<file path="config.mk">
export PLATFORM = sky130hd
export DESIGN_NAME = vram_arbiter
export DESIGN_NICKNAME = d
export VERILOG_FILES = /design/src/rtl/vram_arbiter.sv
export SDC_FILE = /design/constraint.sdc
export NUM_CORES = 1
export LEC_CHECK = 0
export BUFFER_PORTS_ARGS = -buffer_cell sky130_fd_sc_hd__buf_2
export CORE_AREA = 2 2 110 112
export CTS_CLUSTER_DIAMETER = 40
export DETAILED_ROUTE_END_ITERATION = 7
export DIE_AREA = 0 0 112 114
export HOLD_SLACK_MARGIN = 0.15
export PLACE_DENSITY = 0.64
export SLEW_MARGIN = 10
export SYNTH_ARGS = -nofsm -noshare
export SYNTH_HDL_FRONTEND = slang
export SYNTH_SLANG_ARGS = --single-unit
</file>
<file path="constraint.sdc">
create_clock -name clk_i -period 2.5 [get_ports clk_i]
set_input_delay 0.5 -clock clk_i [delete_from_list [all_inputs] [get_ports clk_i]]
set_output_delay 0.5 -clock clk_i [all_outputs]
set_load 0.01 [all_outputs]
</file>
<file path="src/rtl/vram_arbiter.sv">
// vram_arbiter: shares the video RAM slave port between the text-mode
// scanline fetcher (video) and the CPU.
//
// Ports:
//   clk_i, rst_i        clock, async active-high reset
//   v_cyc_i, v_adr_i    video request / byte address
//   v_dat_o, v_ack_o    video read data / transfer done
//   c_cyc_i, c_stb_i    CPU request (both high = request)
//   c_we_i, c_sel_i     CPU write enable / byte selects
//   c_adr_i, c_dat_i    CPU address / write data
//   c_dat_o, c_ack_o    CPU read data / transfer done
//   c_err_o             CPU transfer aborted by timeout
//   s_*                 slave bus toward the video RAM
//   gnt_o               01 video, 10 CPU, 00 idle
//   timeout_o           sticky: some transfer timed out
//
// Video wins by default. After MAX_VID_STREAK video grants while the CPU
// waits, the CPU gets one grant. Each grant covers one transfer and is
// bounded by TIMEOUT cycles.

`timescale 1ns/1ps

module vram_arbiter #(
   parameter int unsigned MAX_VID_STREAK = 8,
   parameter int unsigned TIMEOUT        = 64
) (
   input  logic        clk_i,
   input  logic        rst_i,

   input  logic        v_cyc_i,
   input  logic [31:0] v_adr_i,
   output logic [31:0] v_dat_o,
   output logic        v_ack_o,

   input  logic        c_cyc_i,
   input  logic        c_stb_i,
   input  logic        c_we_i,
   input  logic [3:0]  c_sel_i,
   input  logic [31:0] c_adr_i,
   input  logic [31:0] c_dat_i,
   output logic [31:0] c_dat_o,
   output logic        c_ack_o,
   output logic        c_err_o,

   output logic        s_cyc_o,
   output logic        s_stb_o,
   output logic        s_we_o,
   output logic [3:0]  s_sel_o,
   output logic [31:0] s_adr_o,
   output logic [31:0] s_dat_o,
   input  logic [31:0] s_dat_i,
   input  logic        s_ack_i,

   output logic [1:0]  gnt_o,
   output logic        timeout_o
);

   typedef enum logic [1:0] {
      ST_IDLE = 2'd0,
      ST_VID  = 2'd1,
      ST_CPU  = 2'd2
   } state_e;

   localparam logic [7:0]  STREAK_MAX = 8'(MAX_VID_STREAK);
   localparam logic [15:0] TMO_LAST   = 16'(TIMEOUT - 1);

   state_e      state_q, state_d;
   logic [7:0]  streak_q, streak_d;
   logic [15:0] tmo_cnt_q, tmo_cnt_d;
   logic        timeout_q, timeout_d;

   logic v_req;
   logic c_req;
   logic own_req;
   logic granted;
   logic tmo_last;
   logic tmo_fire;
   logic cpu_turn;

   assign v_req   = v_cyc_i;
   assign c_req   = c_cyc_i & c_stb_i;
   assign granted = (state_q != ST_IDLE);

   // Request of whichever master currently owns the slave.
   always_comb begin
      own_req = 1'b0;
      unique case (state_q)
         ST_VID:  own_req = v_req;
         ST_CPU:  own_req = c_req;
         default: own_req = 1'b0;
      endcase
   end

   // Last allowed grant cycle: the slave cycle is withdrawn here.
   assign tmo_last = granted & (tmo_cnt_q == TMO_LAST);

   // A late ack in the last cycle still completes normally, and a
   // master that already dropped its request gets no ack at all.
   assign tmo_fire = tmo_last & own_req & ~s_ack_i;

   // CPU takes the slot once the video streak limit is reached.
   assign cpu_turn = c_req & (~v_req | (streak_q == STREAK_MAX));

   always_ff @(posedge clk_i or posedge rst_i) begin
      if (rst_i) begin
         state_q   <= ST_IDLE;
         streak_q  <= '0;
         tmo_cnt_q <= '0;
         timeout_q <= 1'b0;
      end else begin
         state_q   <= state_d;
         streak_q  <= streak_d;
         tmo_cnt_q <= tmo_cnt_d;
         timeout_q <= timeout_d;
      end
   end

   // Next-state logic
   always_comb begin
      state_d   = state_q;
      streak_d  = streak_q;
      tmo_cnt_d = tmo_cnt_q;
      timeout_d = timeout_q;

      unique case (state_q)
         ST_IDLE: begin
            tmo_cnt_d = '0;
            if (cpu_turn) begin
               state_d  = ST_CPU;
               streak_d = '0;
            end else if (v_req) begin
               state_d = ST_VID;
               if (c_req && (streak_q < STREAK_MAX))
                  streak_d = streak_q + 8'd1;
            end
            // CPU not waiting: the streak is meaningless.
            if (!c_req)
               streak_d = '0;
         end

         ST_VID,
         ST_CPU: begin
            if (s_ack_i || !own_req) begin
               state_d = ST_IDLE;
            end else if (tmo_last) begin
               state_d   = ST_IDLE;
               timeout_d = 1'b1;
            end else begin
               tmo_cnt_d = tmo_cnt_q + 16'd1;
            end
         end

         default: begin
            state_d = ST_IDLE;
         end
      endcase
   end

   // Bus steering
   always_comb begin
      v_dat_o = '0;
      v_ack_o = 1'b0;
      c_dat_o = '0;
      c_ack_o = 1'b0;
      c_err_o = 1'b0;
      s_cyc_o = 1'b0;
      s_stb_o = 1'b0;
      s_we_o  = 1'b0;
      s_sel_o = '0;
      s_adr_o = '0;
      s_dat_o = '0;
      gnt_o   = 2'b00;

      unique case (state_q)
         ST_VID: begin
            gnt_o   = 2'b01;
            s_cyc_o = v_cyc_i & ~tmo_last;
            s_stb_o = v_cyc_i & ~tmo_last;
            s_sel_o = 4'hF;
            s_adr_o = v_adr_i;
            // Fetcher has no error input: a timeout
            // completes with zero data instead.
            v_ack_o = s_ack_i | tmo_fire;
            v_dat_o = tmo_fire ? 32'h0 : s_dat_i;
         end

         ST_CPU: begin
            gnt_o   = 2'b10;
            s_cyc_o = c_cyc_i & ~tmo_last;
            s_stb_o = c_stb_i & ~tmo_last;
            s_we_o  = c_we_i;
            s_sel_o = c_sel_i;
            s_adr_o = c_adr_i;
            s_dat_o = c_dat_i;
            c_ack_o = s_ack_i;
            c_err_o = tmo_fire;
            c_dat_o = s_dat_i;
         end

         default: begin
            gnt_o = 2'b00;
         end
      endcase
   end

   assign timeout_o = timeout_q;

endmodule

</file>
==> results.md <==
- Die Height: 114 µm
- Final cycle utilization of the critical path: 1.094
- RR Startpoint: state_q[1]$_DFFE_PP0P_
- Hold WS: 296.1 ps
- Via count: 4227
- Die footprint: 0.01277 mm²
- Core Box Area: 0.01171 mm²
- Root Driver: clkbuf_16
- Mapped Cells: 407
- Post-synth cell types: 54
- Largest net degree at the start of global routing: 56
- Switching Fraction: 0.4483
- Worst min-delay path category: in2async
- Critical Path Source: state_q[1]$_DFFE_PP0P_
- CTS buffer count: 3
- Clk pwr share: 0.116
- Syn_area_per_cell: 7.476 µm²
- Top FF cell, synth: dfrtp_1
- # setup viols final: 50
- DR iter-0 viols: 367
- Vias in the first global route: 3707
- CTS tree: yes
- Number of port buffers: 279
- NumNets Final: 848
- Vias per cell: 4.961
- Fraction of registers with async set/reset: 1.000
- Clock sink count: 27
- Pwr dens: 640.3 mW/mm²
- Gr usage total: 0.2283
- YS warnings: 0
- Fin. max-slew vios: 0
- Setup ws final: -235.6 ps
- Initial antenna violation count: 5
- Critical-path cell list: inv_2, ha_4, or4b_4, nor4_2, buf_4, a31oi_1, nor2b_1, buf_2
- VDD IR-drop max: 0.2992 mV
- Worst-Skew Late Latency: 270 ps
- DRT Pass-1 Iters: 5
- Status: complete, but fails checks
- Antenna-violating nets left: 0
- Layout cells sized above 1: 0.5179
- Seq/Total Area, Yosys: 0.2220
- I/O pin total: 280
- Hold Vio Cnt, Final: 0
- Worst reg2reg endpoint: tmo_cnt_q[4]$_DFFE_PP0P_
- GR Overflow Total: 0
- Worst-path clk slew: 70 ps
- Global-route wire length before repair: 22250 µm
- Post-synthesis sequential element count: 27
- Flop pwr share: 0.145
- Crit. End Element: output port
- Maximum fanout along the worst path: 7
- Fmax: 365.6 MHz
- # fillers: 1238
- Min Tclk post-route: 2736 ps
- Die width: 112 µm
- Critical Path Sink: v_ack_o
- Post-CTS Hold Buffers: 0
- Setup Skew: 4.202 ps
- Relative slew slack: 0.6321
- H-tree lvl count: 1
- Failing checks: negative setup slack
- Hpwl dp: 13040 µm
- Crit Path Class: reg2out
- PnR Total Power: 0.003279 W
- Critical path data arrival time: 2240 ps
- R2R cell count: 7
- Max Buffers Root-to-Sink: 2
- Switching power: 0.001470 W
- Synthesized area: 0.003043 mm²
- Routed WL per cell: 18.78 µm
- CP max stage cell: or4b_4
- Ranking of synthesized cells by area: dfrtp_1 22%, and2_1 20%, a22oi_1 8.1%
- RSZ-0062 raised after global routing: true
- Commonest cells after routing, fill and taps aside: 265 x buf_2, 86 x and2_1, 42 x buf_4
- Logic gate share of total power: 0.739
- Initial Util: 0.2598
- Placed cells: 833
- DR DRC count: 0
- Most common cell after layout, fill and taps aside: buf_2
- Cell taking the most area after synthesis: dfrtp_1
- Pre-CTS worst setup slack: -215.0 ps
- Critical Path RT: 2000 ps
- Maximum capacitance violations: 0
- Post-synth EDFFs: 0
- Pint: 0.001809 W
- Final WL: 16000 µm
- Row Count: 40
- Post-Layout Cell Count: 852
- Area share of the largest cell type after synthesis: 0.2220
- P_leak: 2.759 nW
- Type of origin of the critical path: register
- Routability Congestion: 0.9061
- Post-synth net total: 555
- Slowest cell delay on critical path: 490 ps
- Worst slew pin tran: 546.8 ps
- Area Growth Syn to Fin: 68.30%
- R2r setup slk: 260 ps
-- flip-flops by register name, summed over array words and instances, names as in the netlist --
name / flops
streak_q: 8
tmo_cnt_q: 16
state_q: 2
timeout_o: 1
-- repair_timing --
item / 4_1_cts / 5_1_grt
pin swaps: 10 / 15
endpoints found under the setup margin: 68 / 79
gates resized for setup: 14 / 31
setup buffers: 4 / 2
gates cloned: 2 / 1
-- through the flow --
step	util	area [µm²]	TNS (ps)
after floorplan	-	3043	0
after global placement	0.4060	4755	-3678
after detailed placement	0.4060	4755	-6075
after CTS	0.4223	4946	-4394
after global routing	0.4366	5114	-13440
final	0.4373	5121	-6151
-- critical path, delay by kind of cell (launching register included) --
family	cells	cell delay [ps]
buffers and inverters	3	490
AOI/OAI and AO/OA	1	100
and+or+nand+nor	3	840
DFF	1	390
adders and majority gates	1	160
-- cells by family (layout without fill, tap and decap cells) --
kind of cell,after synthesis,in the layout,synth area share
buffers and inverters,51,340,0.06867
adder cells (fa/ha/maj),9,9,0.03701
multiplexers,2,2,0.006990
flip-flops,27,27,0.2220
AND/OR/NAND/NOR,230,230,0.4507
AO/OA/AOI/OAI,88,91,0.2146
other,0,6,0
-- layer usage --
metal / part of all wire / track usage / vias to the layer above
met1: 0.40 / 0.2880 / 1959
met2: 0.51 / 0.4267 / 214
li1: - / - / 2038
met4: 0.034 / 0.04797 / 0
met3: 0.053 / 0.01913 / 16
met5: 0 / 0 / -
-- cells in the mapped netlist, types with 4 or more instances --
cell      count
nor2b_1      39
and2_1       98
a22oi_1      33
nor3_1        6
nand3_1      15
nand4_1       8
a21oi_1      11
inv_1        13
o21ai_0       5
and3_1        5
a31oi_1       5
clkbuf_1     31
o311ai_0      7
nand2_1      27
nor2_1        8
and4_1        4
nor4_1        4
dfrtp_1      27
ha_1          9
-- worst min-delay path by stage --
stage,start,to,cells past startpoint
2_1_floorplan,streak_q[7]$_DFFE_PP0P_,streak_q[7]$_DFFE_PP0P_,2
3_3_place_gp,timeout_o$_DFFE_PP0P_,timeout_o$_DFFE_PP0P_,1
3_5_place_dp,timeout_o$_DFFE_PP0P_,timeout_o$_DFFE_PP0P_,1
4_1_cts,rst_i,tmo_cnt_q[13]$_DFFE_PP0P_,3
5_1_grt,rst_i,streak_q[4]$_DFFE_PP0P_,3
6_report,rst_i,streak_q[4]$_DFFE_PP0P_,3
-- area by class of cell --
cell class / count / area, µm² / share of cell area
diodes: 6 / 15.01 / 0.002932
clock buffers: 4 / 78.83 / 0.01539
inverters: 13 / 48.80 / 0.009528
multi-input cells: 332 / 2293 / 0.4478
flip-flops and latches: 27 / 675.6 / 0.1319
well taps: 147 / 183.9 / 0.03591
repair buffers: 323 / 1826 / 0.3565
-- power groups by stage --
| stage | clock [W] | sequential (W) | combinational, W |
|---|---|---|---|
| floorplan | 0 | 0.000487 | 0.00125 |
| detailed placement | 0 | 0.000482 | 0.00212 |
| global placement | 0 | 0.000480 | 0.00212 |
| finish | 0.000379 | 0.000475 | 0.00242 |
| global route | 0.000402 | 0.000478 | 0.00262 |
| CTS | 0.000388 | 0.000475 | 0.00224 |
Power figures use the tool's default switching activity.
